[src/rtl/arith_pkg.sv]
// rtl/arith_pkg.sv - shared types and helpers for the arithmetic cell library
package arith_pkg;

  typedef enum logic [1:0] {
    IDLE  = 2'd0,
    SHIFT = 2'd1,
    DONE  = 2'd2
  } state_t;

  localparam int DEFAULT_WIDTH = 8;

  // Bits needed for a counter that runs 0..w-1; never less than one bit.
  function automatic int cnt_width(input int w);
    return (w < 2) ? 1 : $clog2(w);
  endfunction

endpackage

[src/rtl/full_adder.sv]
// rtl/full_adder.sv - one-bit full adder built from two half-adder stages and an OR
module full_adder (
  input  logic a,
  input  logic b,
  input  logic ci,
  output logic s,
  output logic co
);

  logic p;
  logic g_ab;
  logic g_pc;

  assign p    = a ^ b;
  assign g_ab = a & b;
  assign s    = p ^ ci;
  assign g_pc = p & ci;
  assign co   = g_ab | g_pc;

endmodule

[src/rtl/serial_adder.sv]
// rtl/serial_adder.sv - bit-serial LSB-first adder with carry-out and signed overflow
module serial_adder
  import arith_pkg::*;
#(
  parameter int WIDTH = DEFAULT_WIDTH
) (
  input  logic             clk,
  input  logic             rst_n,
  input  logic             start,
  input  logic [WIDTH-1:0] a,
  input  logic [WIDTH-1:0] b,
  input  logic             cin,
  output logic             busy,
  output logic             done,
  output logic [WIDTH-1:0] sum,
  output logic             cout,
  output logic             overflow
);

  localparam int CW = cnt_width(WIDTH);

  state_t           state_q;
  state_t           state_d;
  logic [CW-1:0]    cnt_q;
  logic [WIDTH-1:0] a_sh;
  logic [WIDTH-1:0] b_sh;
  logic [WIDTH-1:0] r_sh;
  logic [WIDTH-1:0] r_next;
  logic             carry_q;
  logic             a_msb_q;
  logic             b_msb_q;
  logic             fa_s;
  logic             fa_co;
  logic             accept;
  logic             last_step;

  full_adder u_cell (
    .a  (a_sh[0]),
    .b  (b_sh[0]),
    .ci (carry_q),
    .s  (fa_s),
    .co (fa_co)
  );

  assign accept    = start && (state_q != SHIFT);
  assign last_step = (state_q == SHIFT) && (cnt_q == CW'(WIDTH - 1));
  // New bit enters at the MSB; after WIDTH steps bit 0 has reached position 0.
  assign r_next    = {fa_s, {(WIDTH-1){1'b0}}} | (r_sh >> 1);

  always_ff @(posedge clk or negedge rst_n) begin
    if (!rst_n) begin
      state_q <= IDLE;
    end else begin
      state_q <= state_d;
    end
  end

  always_comb begin
    state_d = state_q;
    busy    = 1'b0;
    done    = 1'b0;
    case (state_q)
      IDLE: begin
        if (start) state_d = SHIFT;
      end
      SHIFT: begin
        busy = 1'b1;
        if (last_step) state_d = DONE;
      end
      DONE: begin
        done    = 1'b1;
        state_d = start ? SHIFT : IDLE;
      end
      default: state_d = IDLE;
    endcase
  end

  always_ff @(posedge clk or negedge rst_n) begin
    if (!rst_n) begin
      cnt_q    <= '0;
      a_sh     <= '0;
      b_sh     <= '0;
      r_sh     <= '0;
      carry_q  <= 1'b0;
      a_msb_q  <= 1'b0;
      b_msb_q  <= 1'b0;
      sum      <= '0;
      cout     <= 1'b0;
      overflow <= 1'b0;
    end else if (accept) begin
      cnt_q   <= '0;
      a_sh    <= a;
      b_sh    <= b;
      carry_q <= cin;
      a_msb_q <= a[WIDTH-1];
      b_msb_q <= b[WIDTH-1];
    end else if (state_q == SHIFT) begin
      cnt_q   <= cnt_q + CW'(1);
      a_sh    <= a_sh >> 1;
      b_sh    <= b_sh >> 1;
      r_sh    <= r_next;
      carry_q <= fa_co;
      // Results are published only here so they never expose partial sums.
      if (last_step) begin
        sum      <= r_next;
        cout     <= fa_co;
        overflow <= (a_msb_q == b_msb_q) && (fa_s != a_msb_q);
      end
    end
  end

endmodule

[config.mk]
export PLATFORM = sky130hd
export DESIGN_NAME = serial_adder
export DESIGN_NICKNAME = d
export VERILOG_FILES = /design/src/rtl/arith_pkg.sv /design/src/rtl/full_adder.sv /design/src/rtl/serial_adder.sv
export SDC_FILE = /design/constraint.sdc
export NUM_CORES = 1
export LEC_CHECK = 0
export ABC_AREA = 0
export ABC_CLOCK_PERIOD_IN_PS = 4000
export CORE_MARGIN = 3
export CORE_UTILIZATION = 55
export DETAILED_ROUTE_END_ITERATION = 10
export GPL_TIMING_DRIVEN = 0
export HOLD_SLACK_MARGIN = 0.12
export MAX_ROUTING_LAYER = met4
export PLACE_DENSITY = 0.83
export SETUP_SLACK_MARGIN = 0.2
export SYNTH_ARGS = -nofsm -noshare
export SYNTH_HDL_FRONTEND = slang
export SYNTH_SLANG_ARGS = --single-unit
[constraint.sdc]
create_clock -name clk -period 4 [get_ports clk]
set_clock_uncertainty 0.15 [all_clocks]
set_input_delay 0.6 -clock clk [delete_from_list [all_inputs] [get_ports clk]]
set_output_delay 0.6 -clock clk [all_outputs]
set_load 0.01 [all_outputs]
# Yosys cells after proc, flatten, opt, wreduce, memory -nomap -nowiden
# Cells that the tools add are included.
[op_classes] n_addsub=1 n_eq_ne=8 muxes=14 n_bitwise=7 n_reduce_logical=8
[ops] cell="8-bit 2-to-1 mux" n=4
[ops] cell="8-bit by 7-bit bitwise OR with 8-bit output" n=1
[ops] cell="3-bit 2-to-1 mux" n=2
[ops] cell="2-bit one-hot mux with 3 select lines" n=1
[ops] cell="1-bit 2-to-1 mux" n=5
[ops] cell="2-bit 2-to-1 mux" n=2
[ops] cell="2-bit inequality test (second input constant)" n=2
[ops] cell="2-bit AND reduction" n=2
[ops] cell="3-bit by 1-bit adder with 3-bit output (second input constant)" n=1
[ops] cell="3-bit == test (second input constant)" n=1
[ops] cell="1-bit logical AND" n=3
[ops] cell="3-bit AND reduction" n=1
[ops] cell="1-bit bitwise AND" n=2
[ops] cell="2-bit by 1-bit == test with 1-bit output (second input constant)" n=1
[ops] cell="2-bit == test (second input constant)" n=1
[ops] cell="2-bit logical NOT" n=1
[ops] cell="2-bit by 1-bit inequality test with 1-bit output (second input constant)" n=1
[ops] cell="2-bit nonzero test" n=1
[ops] cell="1-bit XOR" n=2
[ops] cell="1-bit == test" n=1
[ops] cell="1-bit inequality test" n=1
[ops] cell="1-bit inverter" n=1
[ops] cell="1-bit bitwise OR" n=1
[totals] reg_bits=42 out_inout_bits=12 word_cells=49

# Longest topological paths before layout
# Gate-level depths: netlist of run 1.
[logic_depth] depth_word=5 depth_mapped=6 mapped_depth_nobuf=5

# Hierarchy
# Synthesis of run 1 repeated with hierarchy kept, for this count alone.
[hier_totals] cells_unflattened=154 area_unflattened_um2=1766.7
[by_module_without_submodules] mod="serial_adder" instances=1 cells_per_inst=153 area_each_um2=1746.7 seq_area_each_um2=1026.0
[by_module_without_submodules] mod="full_adder" instances=1 cells_per_inst=1 area_each_um2=20.0 seq_area_each_um2=0.0

# Least setup slack after synthesis of run 1
# OpenSTA, ideal clock, no wires.
[synth_timing] path_type="reg-to-reg" startpoint="reg cnt_q[0]" endpoint="reg cout" t_arrival_ns=1.368 required_ns=3.725 setup_slack_ns=2.356 stages_incl_launch_ff=6 n_path_buf=1 synth_period_minus_slack_ns=1.644 path_cell_list="dfrtp_1 -> ha_1 -> ha_1 -> nand3b_1 -> buf_4 -> mux2_4"
[synth_between] elab_chain_len=3
[synth_rtl] element="start: declaration" line_no="serial_adder.sv:24" text="logic [CW-1:0] cnt_q;"
[synth_rtl] element="start signal: assignment" line_no="serial_adder.sv:98" text="cnt_q <= cnt_q + CW'(1);"
[synth_rtl] element="3-bit == test" line_no="serial_adder.sv:46" text="assign last_step = (state_q == SHIFT) && (cnt_q == CW'(WIDTH - 1));"
[synth_rtl] element="1-bit logical AND" line_no="serial_adder.sv:46"
[synth_rtl] element="3-bit AND reduction (no source line)"
[synth_rtl] element="end signal: assignment" line_no="serial_adder.sv:106" text="cout <= fa_co;"
[synth_rtl] element="end: declaration" line_no="serial_adder.sv:16" text="output logic cout,"
# Every way passes these cells.
# A chain may end at the register's enable or synchronous reset.

# Worst setup path after layout of run 1
[layout_timing] startpoint="reg state_q[1]" endpoint="out busy"
[layout_between] elab_chain_len=2
[layout_rtl] element="start: declaration" line_no="serial_adder.sv:22" text="state_t state_q;"
[layout_rtl] element="start signal: assignment" line_no="serial_adder.sv:54" text="state_q <= state_d;"
[layout_rtl] element="2-bit by 1-bit == test with 1-bit output" line_no="serial_adder.sv:62" text="case (state_q)"
[layout_rtl] element="1-bit 2-to-1 mux" line_no="serial_adder.sv:62"
[layout_rtl] element="end: declaration" line_no="serial_adder.sv:13" text="output logic busy,"
# Every way passes these cells.

==> qor.csv, run 1 <==
stage,metric,value,unit
synth,synthTopCellsByArea,"dfrtp_1, mux2i_1, nand2_1, mux2_4, o21ai_0",
sta,slew_headroom,41.6,%
clock_tree,cts_setup_buffers,0,
synth,yosysSeqAreaShare,58.2,%
synth,ys_types,23,
place,gp_congestion,0.810,
sta,slew_viol_final,0,
run_status,status,"complete, no violations",
grt,grt_util_met3,5.58,%
grt,grt_pass1_wl,5490,µm
layout,drive_gt1_share,15.1,%
worst_setup_path,path_delay_family,buffers and inverters,
clock_tree,path_clk_slew,0.13,ns
synth,ys_ff_latch,41,
detailed_routing,final_antenna_net_count,0,
clock_tree,holdBufCountCts,0,
pwr,leakage,1.07,nW
die,io_pins,32,
place,pre_cts_ws,1.76,ns
grt,use_met2,31.2,%
layout,fill_cells,220,
die,coreArea,2900,µm²
clock_tree,cts_buffer_depth,2,
job,cap_violations,0,
pwr,power_frac_comb,38.7,%
pwr,netSwitchingFraction,35.0,%
sta,worst_slew_pin_slew,0.876,ns
detailed_routing,wl_per_cell,13.5,µm
die,die_w,62.6,µm
grt,grt_overflow,0,
detailed_routing,vias,1200,
synth,synthDominantCellAreaShare,58.2,%
worst_setup_path,worst-path-stages,4,
pwr,seqPwrFrac,47.6,%
grt,met1_usage,20.7,%
sta,finalCritPeriodShare,65.0,%
clock_tree,htree_num_levels,2,
detailed_routing,vias_per_cell,5.13,
die,dieArea,3920,µm²
die,die_height,62.6,µm
layout,final_cell_mix,"nand2_1, dfrtp_1, clkdlybuf4s50_1, o21ai_0, mux2i_1",
clock_tree,cts_resized,0,
layout,antenna_cells,0,
worst_setup_path,startpoint_type,register,
layout,final_util,74.7,%
detailed_routing,drt-total-wl,3150,µm
worst_setup_path,crit_buf_inv,3,
synth,netlist_area,1760,µm²
place,dpl_cell_area,2110,µm²
grt,track_usage,18.3,%
detailed_routing,drc_errors,0,
synth,yosys_warnings,0,
place,dp_hpwl,2350,µm
clock_tree,cts_inserted_buffers,5,
worst_setup_path,reg2reg_slack,2.22,ns
layout,fin_nets,214,
pwr,clockPowerShare,13.7,%
layout,syn_to_final_growth,22.9,%
synth,syn_inst,154,
worst_setup_path,cp_cell_sequence,"nand2b_1, inv_2, buf_2, clkdlybuf4s50_1",
die,rows,19,
clock_tree,clk_latency,0.35,ns
worst_setup_path,crit_arrival,1.85,ns
place,io_buffers,30,
worst_setup_path,reg2reg_depth,5,
clock_tree,clockRootBuffer,clkbuf_4,
grt,antenna_found_initial,0,
die,start_util,60.8,%
layout,final_cell_area,2170,µm²
worst_setup_path,slowest_delay,0.57,ns
clock_tree,cts_tree,yes,
clock_tree,clock-sinks,41,
worst_setup_path,endpoint_kind,output pin,
sta,period_minus_slack,2.60,ns
detailed_routing,drt-pass1-iter-count,5,
sta,finalHoldViolCount,0,
sta,timing.hold.ws,0.206,ns
grt,grt_pass1_vias,1221,
layout,layout_commonest_cell,nand2_1,
sta,rsz0062_at_grt,false,
synth,synth_largest_area_cell,dfrtp_1,
worst_hold_path,min_path_type,in2async,
pwr,cellInternalPower,0.952,mW
worst_setup_path,required,3.25,ns
pwr,ir_drop,0.000407,V
worst_setup_path,cp_max_fo,10,
worst_setup_path,crit_slowest_cell,clkdlybuf4s50_1,
pwr,switchingPower,0.513,mW
worst_setup_path,critical_path_class,reg2out,
synth,syn_nets,177,
sta,clock.fmax,385,MHz
sta,setup_viol,0,
synth,syn_avg_cell_area,11.4,µm²
pwr,power_per_cell_area,677,nW/µm²
grt,grt_busiest_layer,met2,
grt,grt_max_degree,42,
sta,finalSetupTns,0,ns
sta,setup_ws,1.40,ns
detailed_routing,drtIter0Drc,33,
Yosys cell counts, drive strengths merged:
master,n
ha,2
nand3b,1
and3b,1
fa,1
nor2b,1
mux2,11
nand2,42
mux2i,17
nor2,3
a21oi,1
nand3,1
o21ai,19
buf,7
o22ai,1
dfrtp,41
clkbuf,1
nand2b,1
inv,3
registers in the layout, indices dropped and copies added, names as in the netlist, 2 cells and up:
signal	count
state_q	2
r_sh	7
cnt_q	3
b_sh	8
sum	8
a_sh	8
logic make-up after synthesis:
logic type	share of synthesized area, %
adder cells (fa/ha/maj)	2.55
AO/OA/AOI/OAI	6.03
AND/OR/NAND/NOR	11.5
multiplexers	18.2
flip-flops	58.2
buffers and inverters	3.55
layer usage:
metal  wire [µm]  part of all wire, %  vias to the layer above
met3         158                  5.0                        4
met5           0                    0                        -
met4          30                 0.95                        0
li1            -                    -                      586
met2        1610                   51                       33
met1        1350                   43                      577
path summary, 6_finish.rpt:
check	from	end
min reg2reg	b_sh[5]	b_sh[4]
max in group asynchronous	rst_n	sum[0]
max reg2reg	cnt_q[0]	sum[0]
min	rst_n	r_sh[3]
min in group clk	b_sh[5]	b_sh[4]
max	state_q[1]	busy
stage by stage:
| step | instances | total power [mW] |
|---|---|---|
| global placement | 226 | 1.25 |
| CTS | 234 | 1.48 |
| global route | 234 | 1.59 |
| finish | 234 | 1.47 |
| detailed placement | 226 | 1.29 |
| floorplan | 154 | 1.05 |
power by group through the flow:
| stage | Combinational [mW] | Clock [mW] | Sequential, mW |
|---|---|---|---|
| finish | 0.567 | 0.201 | 0.698 |
| global route | 0.637 | 0.230 | 0.725 |
| CTS | 0.578 | 0.205 | 0.699 |
| detailed placement | 0.577 | 0 | 0.709 |
| global placement | 0.556 | 0 | 0.695 |
| floorplan | 0.351 | 0 | 0.701 |
layout make-up:
class	count	area, µm²	area share [%]
Buffer	8	51.3	2.37
Clock buffer	5	37.5	1.73
Clock inverter	3	17.5	0.809
Inverter	3	11.3	0.520
Multi-Input combinational cell	102	674	31.1
Sequential cell	41	1030	47.4
Tap cell	42	52.6	2.43
Timing Repair Buffer	30	295	13.6
Note: power is estimated with default switching activity, not from simulation.
==> inputs of run 2 (changes only) <==
--- a/config.mk
+++ b/config.mk
@@ -6,14 +6,14 @@
 export NUM_CORES = 1
 export LEC_CHECK = 0
 export ABC_AREA = 0
-export ABC_CLOCK_PERIOD_IN_PS = 4000
+export ABC_CLOCK_PERIOD_IN_PS = 2700
 export CORE_MARGIN = 3
-export CORE_UTILIZATION = 55
+export CORE_UTILIZATION = 51
 export DETAILED_ROUTE_END_ITERATION = 10
 export GPL_TIMING_DRIVEN = 0
 export HOLD_SLACK_MARGIN = 0.12
 export MAX_ROUTING_LAYER = met4
-export PLACE_DENSITY = 0.83
+export PLACE_DENSITY = 0.78
 export SETUP_SLACK_MARGIN = 0.2
 export SYNTH_ARGS = -nofsm -noshare
 export SYNTH_HDL_FRONTEND = slang
==> constraint.sdc (replaced) <==
create_clock -name clk -period 2.7 [get_ports clk]
set_clock_uncertainty 0.15 [all_clocks]
set_input_delay 0.405 -clock clk [delete_from_list [all_inputs] [get_ports clk]]
set_output_delay 0.405 -clock clk [all_outputs]
set_load 0.01 [all_outputs]
==> qor.csv, run 2 (synthesis gave the netlist of run 1 again) <==
stage,metric,value,unit
layout,reg.largest.list,"a_sh (8), b_sh (8), sum (8)",
detailed_routing,wl_met1,1390,µm
sta,slew_headroom,41.7,%
die,io_pins,32,
worst_setup_path,critical_path_class,reg2out,
clock_tree,clockRootBuffer,clkbuf_4,
worst_setup_path,slowest_delay,0.55,ns
layout,fill_cells,251,
layout,syn_to_final_growth,24.6,%
detailed_routing,vias_per_cell,5.09,
sta,clock.fmax,424,MHz
die,coreArea,3180,µm²
worst_setup_path,cp_max_fo,10,
clock_tree,clock-sinks,41,
layout,register_area,1030,µm²
clock_tree,htree_num_levels,2,
die,rows,20,
sta,slew_viol_final,0,
worst_setup_path,required,2.14,ns
detailed_routing,vias,1206,
sta,finalCritPeriodShare,87.4,%
worst_setup_path,crit_arrival,1.81,ns
grt,antenna_found_initial,0,
layout,multiInputGateArea,674,µm²
layout,layout_commonest_cell,nand2_1,
grt,grt_pass1_vias,1211,
sta,finalSetupTns,0,ns
detailed_routing,highest_layer,met4,
layout,antenna_cells,0,
worst_setup_path,startpoint_type,register,
worst_hold_path,min_path_type,in2reg,
worst_setup_path,r2r-end,cout,
detailed_routing,drc_errors,0,
detailed_routing,wl_met3,138,µm
grt,track_usage,18.1,%
layout,final_util,69.1,%
grt,grt_max_degree,42,
die,die_w,64.8,µm
job,cap_violations,0,
layout,drive_gt1_share,15.0,%
grt,grt_pass1_wl,5590,µm
die,start_util,55.5,%
worst_setup_path,timing.rr.start,cnt_q[1],
worst_hold_path,hold_end,a_sh[0],
sta,period_minus_slack,2.36,ns
die,die_height,64.8,µm
layout,fin_nets,215,
die,dieArea,4200,µm²
layout,final_cell_mix,"nand2_1, dfrtp_1, clkdlybuf4s50_1, o21ai_0, mux2i_1",
detailed_routing,wl_met2,1640,µm
pwr,leakage,1.09,nW
clock_tree,clk_latency,0.34,ns
place,io_buffers,30,
clock_tree,cts_buffer_depth,2,
sta,setup_viol,0,
pwr,power_per_cell_area,1010,nW/µm²
worst_setup_path,cp_cell_sequence,"nand2b_1, inv_2, buf_4, clkdlybuf4s50_1",
place,gp_congestion,0.776,
worst_setup_path,reg2reg_depth,5,
worst_hold_path,hp-start,start,
detailed_routing,wl_per_cell,13.5,µm
detailed_routing,drt-pass1-iter-count,4,
sta,timing.hold.ws,0.343,ns
clock_tree,cts_tree,yes,
detailed_routing,drt-total-wl,3210,µm
sta,rsz0062_at_grt,false,
detailed_routing,final_antenna_net_count,0,
sta,worst_slew_pin_slew,0.875,ns
worst_setup_path,crit_slowest_cell,clkdlybuf4s50_1,
worst_setup_path,reg2reg_slack,0.92,ns
run_status,status,"complete, no violations",
worst_hold_path,holdPathStages,3,
place,dp_hpwl,2390,µm
sta,finalHoldViolCount,0,
detailed_routing,drtIter0Drc,40,
grt,grt_overflow,0,
pwr,ir_drop,0.000503,V
worst_setup_path,endpoint_kind,output pin,
clock_tree,path_clk_slew,0.12,ns
clock_tree,cts_inserted_buffers,5,
## run 2: worst max path at each step
| stage | cells after the start | slack (ns) | start | to |
|---|---|---|---|---|
| after global placement | 1 | 0.17 | rst_n | sum[2] |
| after detailed placement | 4 | 0.64 | state_q[1] | busy |
| after global routing | 4 | 0.21 | state_q[1] | busy |
| after floorplan | 5 | 1.06 | cnt_q[0] | cout |
| final | 4 | 0.34 | state_q[1] | busy |
| after CTS | 4 | 0.24 | state_q[1] | busy |
## run 2: layout make-up
class | instances | area share [%]
Clock inverter | 1 | 0.228
Multi-Input combinational cell | 102 | 30.7
Timing Repair Buffer | 31 | 13.9
Sequential cell | 41 | 46.7
Buffer | 8 | 2.45
Inverter | 3 | 0.513
Tap cell | 44 | 2.51
Clock buffer | 7 | 2.96
## run 2: per-layer routing
layer | GRT usage (%) | up-vias
li1 | - | 589
met1 | 20.0 | 585
met2 | 31.3 | 28
met3 | 4.16 | 4
met4 | 7.92 | 0
met5 | - | -
## run 2: worst max-delay path, delay by kind of cell, from the launching register on
kind	cells	cell delay, ns
buffers and inverters	3	0.87
DFF	1	0.40
and+or+nand+nor	1	0.19
## run 2: metrics by stage
stage / setup WS, ns / instance area [µm²] / power, mW / cells
CTS: 0.244 / 2190 / 2.25 / 237
detailed placement: 0.644 / 2110 / 1.91 / 228
finish: 0.339 / 2200 / 2.23 / 237
global route: 0.215 / 2200 / 2.41 / 237
global placement: 0.171 / 2120 / 1.85 / 228
floorplan: 1.06 / 1760 / 1.56 / 154
## run 2: repair_timing
action,CTS,global route
hold endpoints to repair,41,0
buffers inserted,0,0
endpoints found under the setup margin,0,1
hold buffers,1,0
resized for setup,0,2
## run 2: power by group
| group | leakage, nW | internal, mW | switching, mW |
|---|---|---|---|
| registers | 0.520 | 0.874 | 0.159 |
| clock network | 0.0413 | 0.151 | 0.184 |
| logic | 0.526 | 0.446 | 0.412 |
| total | 1.09 | 1.47 | 0.755 |
